$ cat src/rtl/dl_pkg.sv
`default_nettype none
// ============================================================================
// Module      : dl_pkg
// Description : Shared helpers for the delay-line thermometer decoder.
//               Code-width function, statistics reset constants and the
//               3-input majority used for bubble correction.
// Revision    : 1.0 - initial release
// ============================================================================
package dl_pkg;

    // Maximum statistic value is reset to the smallest possible code.
    localparam int c_MAX_CODE_RST = 0;

    // Width needed to hold a zero count in the range 0..length.
    function automatic int code_width(input int length);
        return $clog2(length + 1);
    endfunction

    // Minimum statistic is reset to the largest possible code so that the
    // first sample of a window always replaces it.
    function automatic int min_code_reset(input int length);
        return length;
    endfunction

    // Majority of three neighbouring taps; removes isolated single-bit bubbles.
    function automatic logic maj3(input logic a, input logic b, input logic c);
        return (a & b) | (a & c) | (b & c);
    endfunction

endpackage : dl_pkg
`default_nettype wire

$ cat src/rtl/dl_popcount.sv
`default_nettype none
// ============================================================================
// Module      : dl_popcount
// Description : Combinational population count of a LENGTH-bit word.
//               Ports: i_word  [LENGTH-1:0] word to count
//                      o_count [CW-1:0]     number of set bits (0..LENGTH)
// Revision    : 1.0 - initial release
// ============================================================================
module dl_popcount #(
    parameter int LENGTH = 16,
    parameter int CW     = $clog2(LENGTH + 1)
) (
    input  logic [LENGTH-1:0] i_word,
    output logic [CW-1:0]     o_count
);

    always_comb begin
        o_count = '0;
        for (int i = 0; i < LENGTH; i++) begin
            o_count = o_count + CW'(i_word[i]);
        end
    end

endmodule : dl_popcount
`default_nettype wire

$ cat src/rtl/dl_therm_decoder.sv
`default_nettype none
// ============================================================================
// Module      : dl_therm_decoder
// Description : Carry-chain delay-line thermometer decoder.
//               S1 resyncs the captured word, S2 bubble-corrects it, S3 turns
//               the number of cleared taps into a binary delay code. A
//               statistics block tracks min/max code and a saturating sample
//               count over a window restarted by 'clear'.
//               Optional feature macro: DL_BUBBLE_CORR_EN (majority bubble
//               correction in S2; when undefined S2 passes the raw word and
//               bubble_err stays 0).
// Ports       : clk        delay-line clock, all logic on rising edge
//               rst_n      synchronous active-low reset
//               din        captured delay-line word (bit 0 = chain start)
//               din_valid  din qualifies this cycle
//               clear      start a new statistics window
//               code_out   decoded delay code (holds when not valid)
//               code_valid one-cycle pulse per accepted din, 3 cycles later
//               bubble_err correction changed the word (with code_valid)
//               min_code   smallest code in window
//               max_code   largest code in window
//               sample_cnt codes in window, saturating
// Revision    : 1.0 - initial release
// ============================================================================
module dl_therm_decoder
    import dl_pkg::*;
#(
    parameter  int LENGTH = 16,
    parameter  int CNT_W  = 16,
    localparam int CW     = code_width(LENGTH)
) (
    input  logic              clk,
    input  logic              rst_n,
    input  logic [LENGTH-1:0] din,
    input  logic              din_valid,
    input  logic              clear,
    output logic [CW-1:0]     code_out,
    output logic              code_valid,
    output logic              bubble_err,
    output logic [CW-1:0]     min_code,
    output logic [CW-1:0]     max_code,
    output logic [CNT_W-1:0]  sample_cnt
);

    localparam logic [CW-1:0] c_LEN_CODE = CW'(LENGTH);
    localparam logic [CW-1:0] c_MIN_RST  = CW'(min_code_reset(LENGTH));
    localparam logic [CW-1:0] c_MAX_RST  = CW'(c_MAX_CODE_RST);

    // ------------------------------------------------------------------
    // S1: resync flop
    // ------------------------------------------------------------------
    logic [LENGTH-1:0] r_s1_din;
    logic              r_s1_vld;

    always_ff @(posedge clk) begin
        if (!rst_n) begin
            r_s1_din <= '1;
            r_s1_vld <= 1'b0;
        end else begin
            r_s1_din <= din;
            r_s1_vld <= din_valid;
        end
    end

    // ------------------------------------------------------------------
    // S2: bubble correction
    // ------------------------------------------------------------------
    logic [LENGTH-1:0] w_s2_word;
    logic              w_s2_err;

`ifdef DL_BUBBLE_CORR_EN
    // Pad below with 0 (edge already passed the chain start) and above with
    // 1 (idle taps past the end), so every tap sees two neighbours.
    logic [LENGTH+1:0] w_pad;
    assign w_pad = {1'b1, r_s1_din, 1'b0};

    for (genvar gi = 0; gi < LENGTH; gi++) begin : g_bubble
        assign w_s2_word[gi] = maj3(w_pad[gi], w_pad[gi+1], w_pad[gi+2]);
    end

    assign w_s2_err = (w_s2_word != r_s1_din);
`else
    assign w_s2_word = r_s1_din;
    assign w_s2_err  = 1'b0;
`endif

    logic [LENGTH-1:0] r_s2_word;
    logic              r_s2_vld;
    logic              r_s2_err;

    always_ff @(posedge clk) begin
        if (!rst_n) begin
            r_s2_word <= '1;
            r_s2_vld  <= 1'b0;
            r_s2_err  <= 1'b0;
        end else begin
            r_s2_word <= w_s2_word;
            r_s2_vld  <= r_s1_vld;
            r_s2_err  <= w_s2_err;
        end
    end

    // ------------------------------------------------------------------
    // S3: code = number of cleared taps
    // ------------------------------------------------------------------
    logic [CW-1:0] w_ones;
    logic [CW-1:0] w_s3_code;

    dl_popcount #(
        .LENGTH (LENGTH),
        .CW     (CW)
    ) u_popcount (
        .i_word  (r_s2_word),
        .o_count (w_ones)
    );

    assign w_s3_code = c_LEN_CODE - w_ones;

    always_ff @(posedge clk) begin
        if (!rst_n) begin
            code_out   <= '0;
            code_valid <= 1'b0;
            bubble_err <= 1'b0;
        end else begin
            code_valid <= r_s2_vld;
            bubble_err <= r_s2_vld & r_s2_err;
            // Code holds its last value across invalid cycles.
            if (r_s2_vld) begin
                code_out <= w_s3_code;
            end
        end
    end

    // ------------------------------------------------------------------
    // Window statistics, one cycle behind code_valid
    // ------------------------------------------------------------------
    always_ff @(posedge clk) begin
        if (!rst_n) begin
            min_code   <= c_MIN_RST;
            max_code   <= c_MAX_RST;
            sample_cnt <= '0;
        end else if (clear) begin
            // A code arriving with clear becomes the first sample of the
            // new window rather than being dropped.
            if (code_valid) begin
                min_code   <= code_out;
                max_code   <= code_out;
                sample_cnt <= CNT_W'(1);
            end else begin
                min_code   <= c_MIN_RST;
                max_code   <= c_MAX_RST;
                sample_cnt <= '0;
            end
        end else if (code_valid) begin
            if (code_out < min_code) begin
                min_code <= code_out;
            end
            if (code_out > max_code) begin
                max_code <= code_out;
            end
            if (sample_cnt != '1) begin
                sample_cnt <= sample_cnt + CNT_W'(1);
            end
        end
    end

endmodule : dl_therm_decoder
`default_nettype wire

$ cat config.mk
export PLATFORM = sky130hd
export DESIGN_NAME = dl_therm_decoder
export DESIGN_NICKNAME = d
export VERILOG_FILES = /design/src/rtl/dl_pkg.sv /design/src/rtl/dl_popcount.sv /design/src/rtl/dl_therm_decoder.sv
export SDC_FILE = /design/constraint.sdc
export NUM_CORES = 1
export LEC_CHECK = 0
export CORE_ASPECT_RATIO = 1.5
export CORE_UTILIZATION = 47
export DETAILED_ROUTE_END_ITERATION = 6
export PLACE_DENSITY = 0.79
export SYNTH_ARGS = -nofsm -noshare
export SYNTH_HDL_FRONTEND = slang
export SYNTH_SLANG_ARGS = --single-unit
$ cat constraint.sdc
create_clock -name clk -period 4.35 [get_ports clk]
set_clock_uncertainty 0.2 [all_clocks]
set_input_delay 0.435 -clock clk [delete_from_list [all_inputs] [get_ports clk]]
set_output_delay 0.435 -clock clk [all_outputs]
set_load 0.01 [all_outputs]
==> out/qor.txt <==
worst hold-check path type = reg2reg
origin of the critical flop-to-flop path = r_s2_word[6]
data required time of the worst path = 4380 ps
First-pass DRT Iterations = 4
crit path max fanout = 1
# IOs = 53
CTS buffer count = 9
Antenna Nets Post-Route = 0
Yosys reg bits = 66
postcts setup bufs = 0
most frequent cells in the layout = 64 x dfxtp_1, 50 x clkdlybuf4s50_1, 33 x inv_1, 33 x nand2b_1, 22 x ha_1
mapped cell area = 3074 µm²
ys flop type = dfxtp_1
Port Buf Inserts = 51
Synth Instances = 316
clock root buffer = clkbuf_8
initial core utilization = 49.44%
reg-to-reg endpoint = code_out[3]
PD cells = 368.8 nW/µm²
DRT Wirelength = 5371 µm
Netlist cell types = 50
minimum clock period = 4198 ps
fin cells = 446
core box area = 6218 µm²
DRC = 0
Vias = 2283
biggest area consumer among synthesized cells = dfxtp_1
Area Growth Syn to Fin = 24.79%
placed cell count = 430
final setup violation count = 0
total gr overflow = 0
RSZ-0062 raised after global routing = false
maximum vdd drop = 0.0002867 V
reg-to-reg slack, setup = 150 ps
# rows = 35
Syn Area/Cell = 9.728 µm²
setup TNS = 0 ps
status = finished, final reports clean
Hold Crit Depth = 1
share of layout cells above drive strength 1 = 9.677%
max cap viols = 0
# diodes = 0
Clock Latency Late Sink = 330 ps
crit path DAT = 4230 ps
top post-synthesis cells by area = dfxtp_1 43%, ha_1 9.8%, nand2b_1 6.7%
die area = 6875 µm²
final hold viol count = 0
final layout net count = 421
Post-DP HPWL = 4015 µm
HP Start = r_s1_din[6]
Max Fclk = 238.2 MHz
Worst Tran Pin Value = 882.6 ps
Slew Viols, Final = 0
GR Util All Layers = 17.61%
CTS Hold Bufs = 0
hold_ws = 201.3 ps
Hold Path Sink = r_s2_word[6]
Die Ht = 101.1 µm
RD Place Congestion = 0.8209
share of the synthesized area in the top cell type = 42.98%
first-pass GRT wire length = 8901 µm
clock slew at reported path FFs = 80 ps
critical path startpoint = r_s2_word[6]
count of flip-flops with a built-in enable after synthesis = 0
Worst setup EP type = flop
DIE WIDTH = 68.04 µm
Crit Path Class = reg2reg
Net Count, Synth = 370
most common cell after layout, fill and taps aside = dfxtp_1
Slew headroom = 41.16%
clock sinks = 66
type of origin of the critical path = flop
initial antenna violation count = 0
yosys warns = 0
ys async rst share = 0%
part of the Yosys area used for sequential elements = 42.98%
Tcrit/Tclk final = 96.50%
number of global-route vias before repair = 2132
Leakage = 1.508 nW
pin count of the biggest net entering global routing = 59
number of DRC markers in iteration 0 = 132
R2R cell count = 14
Max clock buf depth = 2
H-tree levels = 3
Via-to-Cell Ratio = 5.119
CTS tree = yes
DR WL/cell = 12.04 µm
layout make-up:
cell class                      count  area, µm²
Clock buffer                       10      137.6
Clock inverter                      6      66.31
Tap cell                           74      92.59
Sequential cell                    66       1324
Multi-Input combinational cell    202       1572
Inverter                           37      138.9
Timing Repair Buffer               51      505.5
Fill cell                         526       2382
kinds of logic (layout without fill, tap and decap cells):
| logic type | Yosys count | after routing | synth area share [%] |
|---|---|---|---|
| flip-flops | 66 | 66 | 42.98 |
| multiplexers | 8 | 8 | 2.605 |
| XOR/XNOR | 7 | 7 | 1.994 |
| adder cells (fa/ha/maj) | 34 | 34 | 16.28 |
| AND/OR/NAND/NOR | 123 | 123 | 23.36 |
| other | 1 | 1 | 0.1220 |
| buffers and inverters | 48 | 104 | 6.227 |
| AO/OA/AOI/OAI | 29 | 29 | 6.431 |
state kept, by name (all words and copies together) (netlist names):
signal      cells
code_out        5
r_s1_din       16
sample_cnt     16
r_s1_vld        1
r_s2_word      16
r_s2_vld        1
max_code        5
code_valid      1
min_code        5
Yosys cell counts (2+ instances only):
library cell,instances
nand2b_1,33
dfxtp_1,66
nor2b_1,10
a211oi_1,2
nand2_1,17
o21ai_0,8
a21oi_2,2
a21oi_1,5
and3_1,2
ha_1,24
xor2_1,3
fa_1,10
mux2i_1,8
clkbuf_1,8
inv_1,37
a31oi_1,2
xnor2_1,4
nor3_1,9
nand3_1,11
nand4_1,6
and4_1,3
nor2_1,10
and2_1,9
stage by stage:
step	cell area (µm²)	setup WS, ps	power [mW]	util (%)
floorplan	3074	102.2	0.8241	-
global placement	3620	62.90	0.8971	58.21
detailed placement	3620	-54.78	0.9118	58.21
CTS	3826	60.89	1.431	61.53
global route	3836	39.69	1.505	61.69
finish	3836	152.4	1.415	61.69
critical path, cell delays in order (launching register included):
cell and delay, ps:
dfxtp_2 330, inv_2 30, fa_1 530, ha_2 170, inv_2 40, fa_1 490
fa_2 380, fa_1 510, inv_2 40, fa_1 500, ha_2 170, inv_2 30
fa_2 510, nand2_1 50, o211a_1 120
power by group:
group / switching, mW / internal (mW) / leakage (nW)
clock: 0.235 / 0.280 / 0.0945
sequential: 0.0174 / 0.629 / 0.540
combinational: 0.121 / 0.132 / 0.874
worst max path at each step:
stage	to	cells after the start
finish	code_out[3]	14
global route	code_out[3]	14
CTS	code_out[4]	15
detailed placement	code_out[4]	15
global placement	code_out[4]	15
floorplan	code_out[4]	15
repair_timing:
action	4_1_cts	5_1_grt
gates resized for setup	1	9
endpoints found under the setup margin	2	2
hold endpoints to repair	0	0
pin swaps	2	8
layer usage:
| metal | GRT usage [%] | vias to the layer above | routed length (µm) |
|---|---|---|---|
| li1 | - | 1147 | - |
| met1 | 17.28 | 1070 | 2105 |
| met2 | 31.52 | 60 | 2975 |
| met3 | 5.430 | 6 | 218 |
| met4 | 9.455 | 0 | 72 |
| met5 | 0 | - | 0 |
No activity file was read; power rests on OpenSTA's default activity.
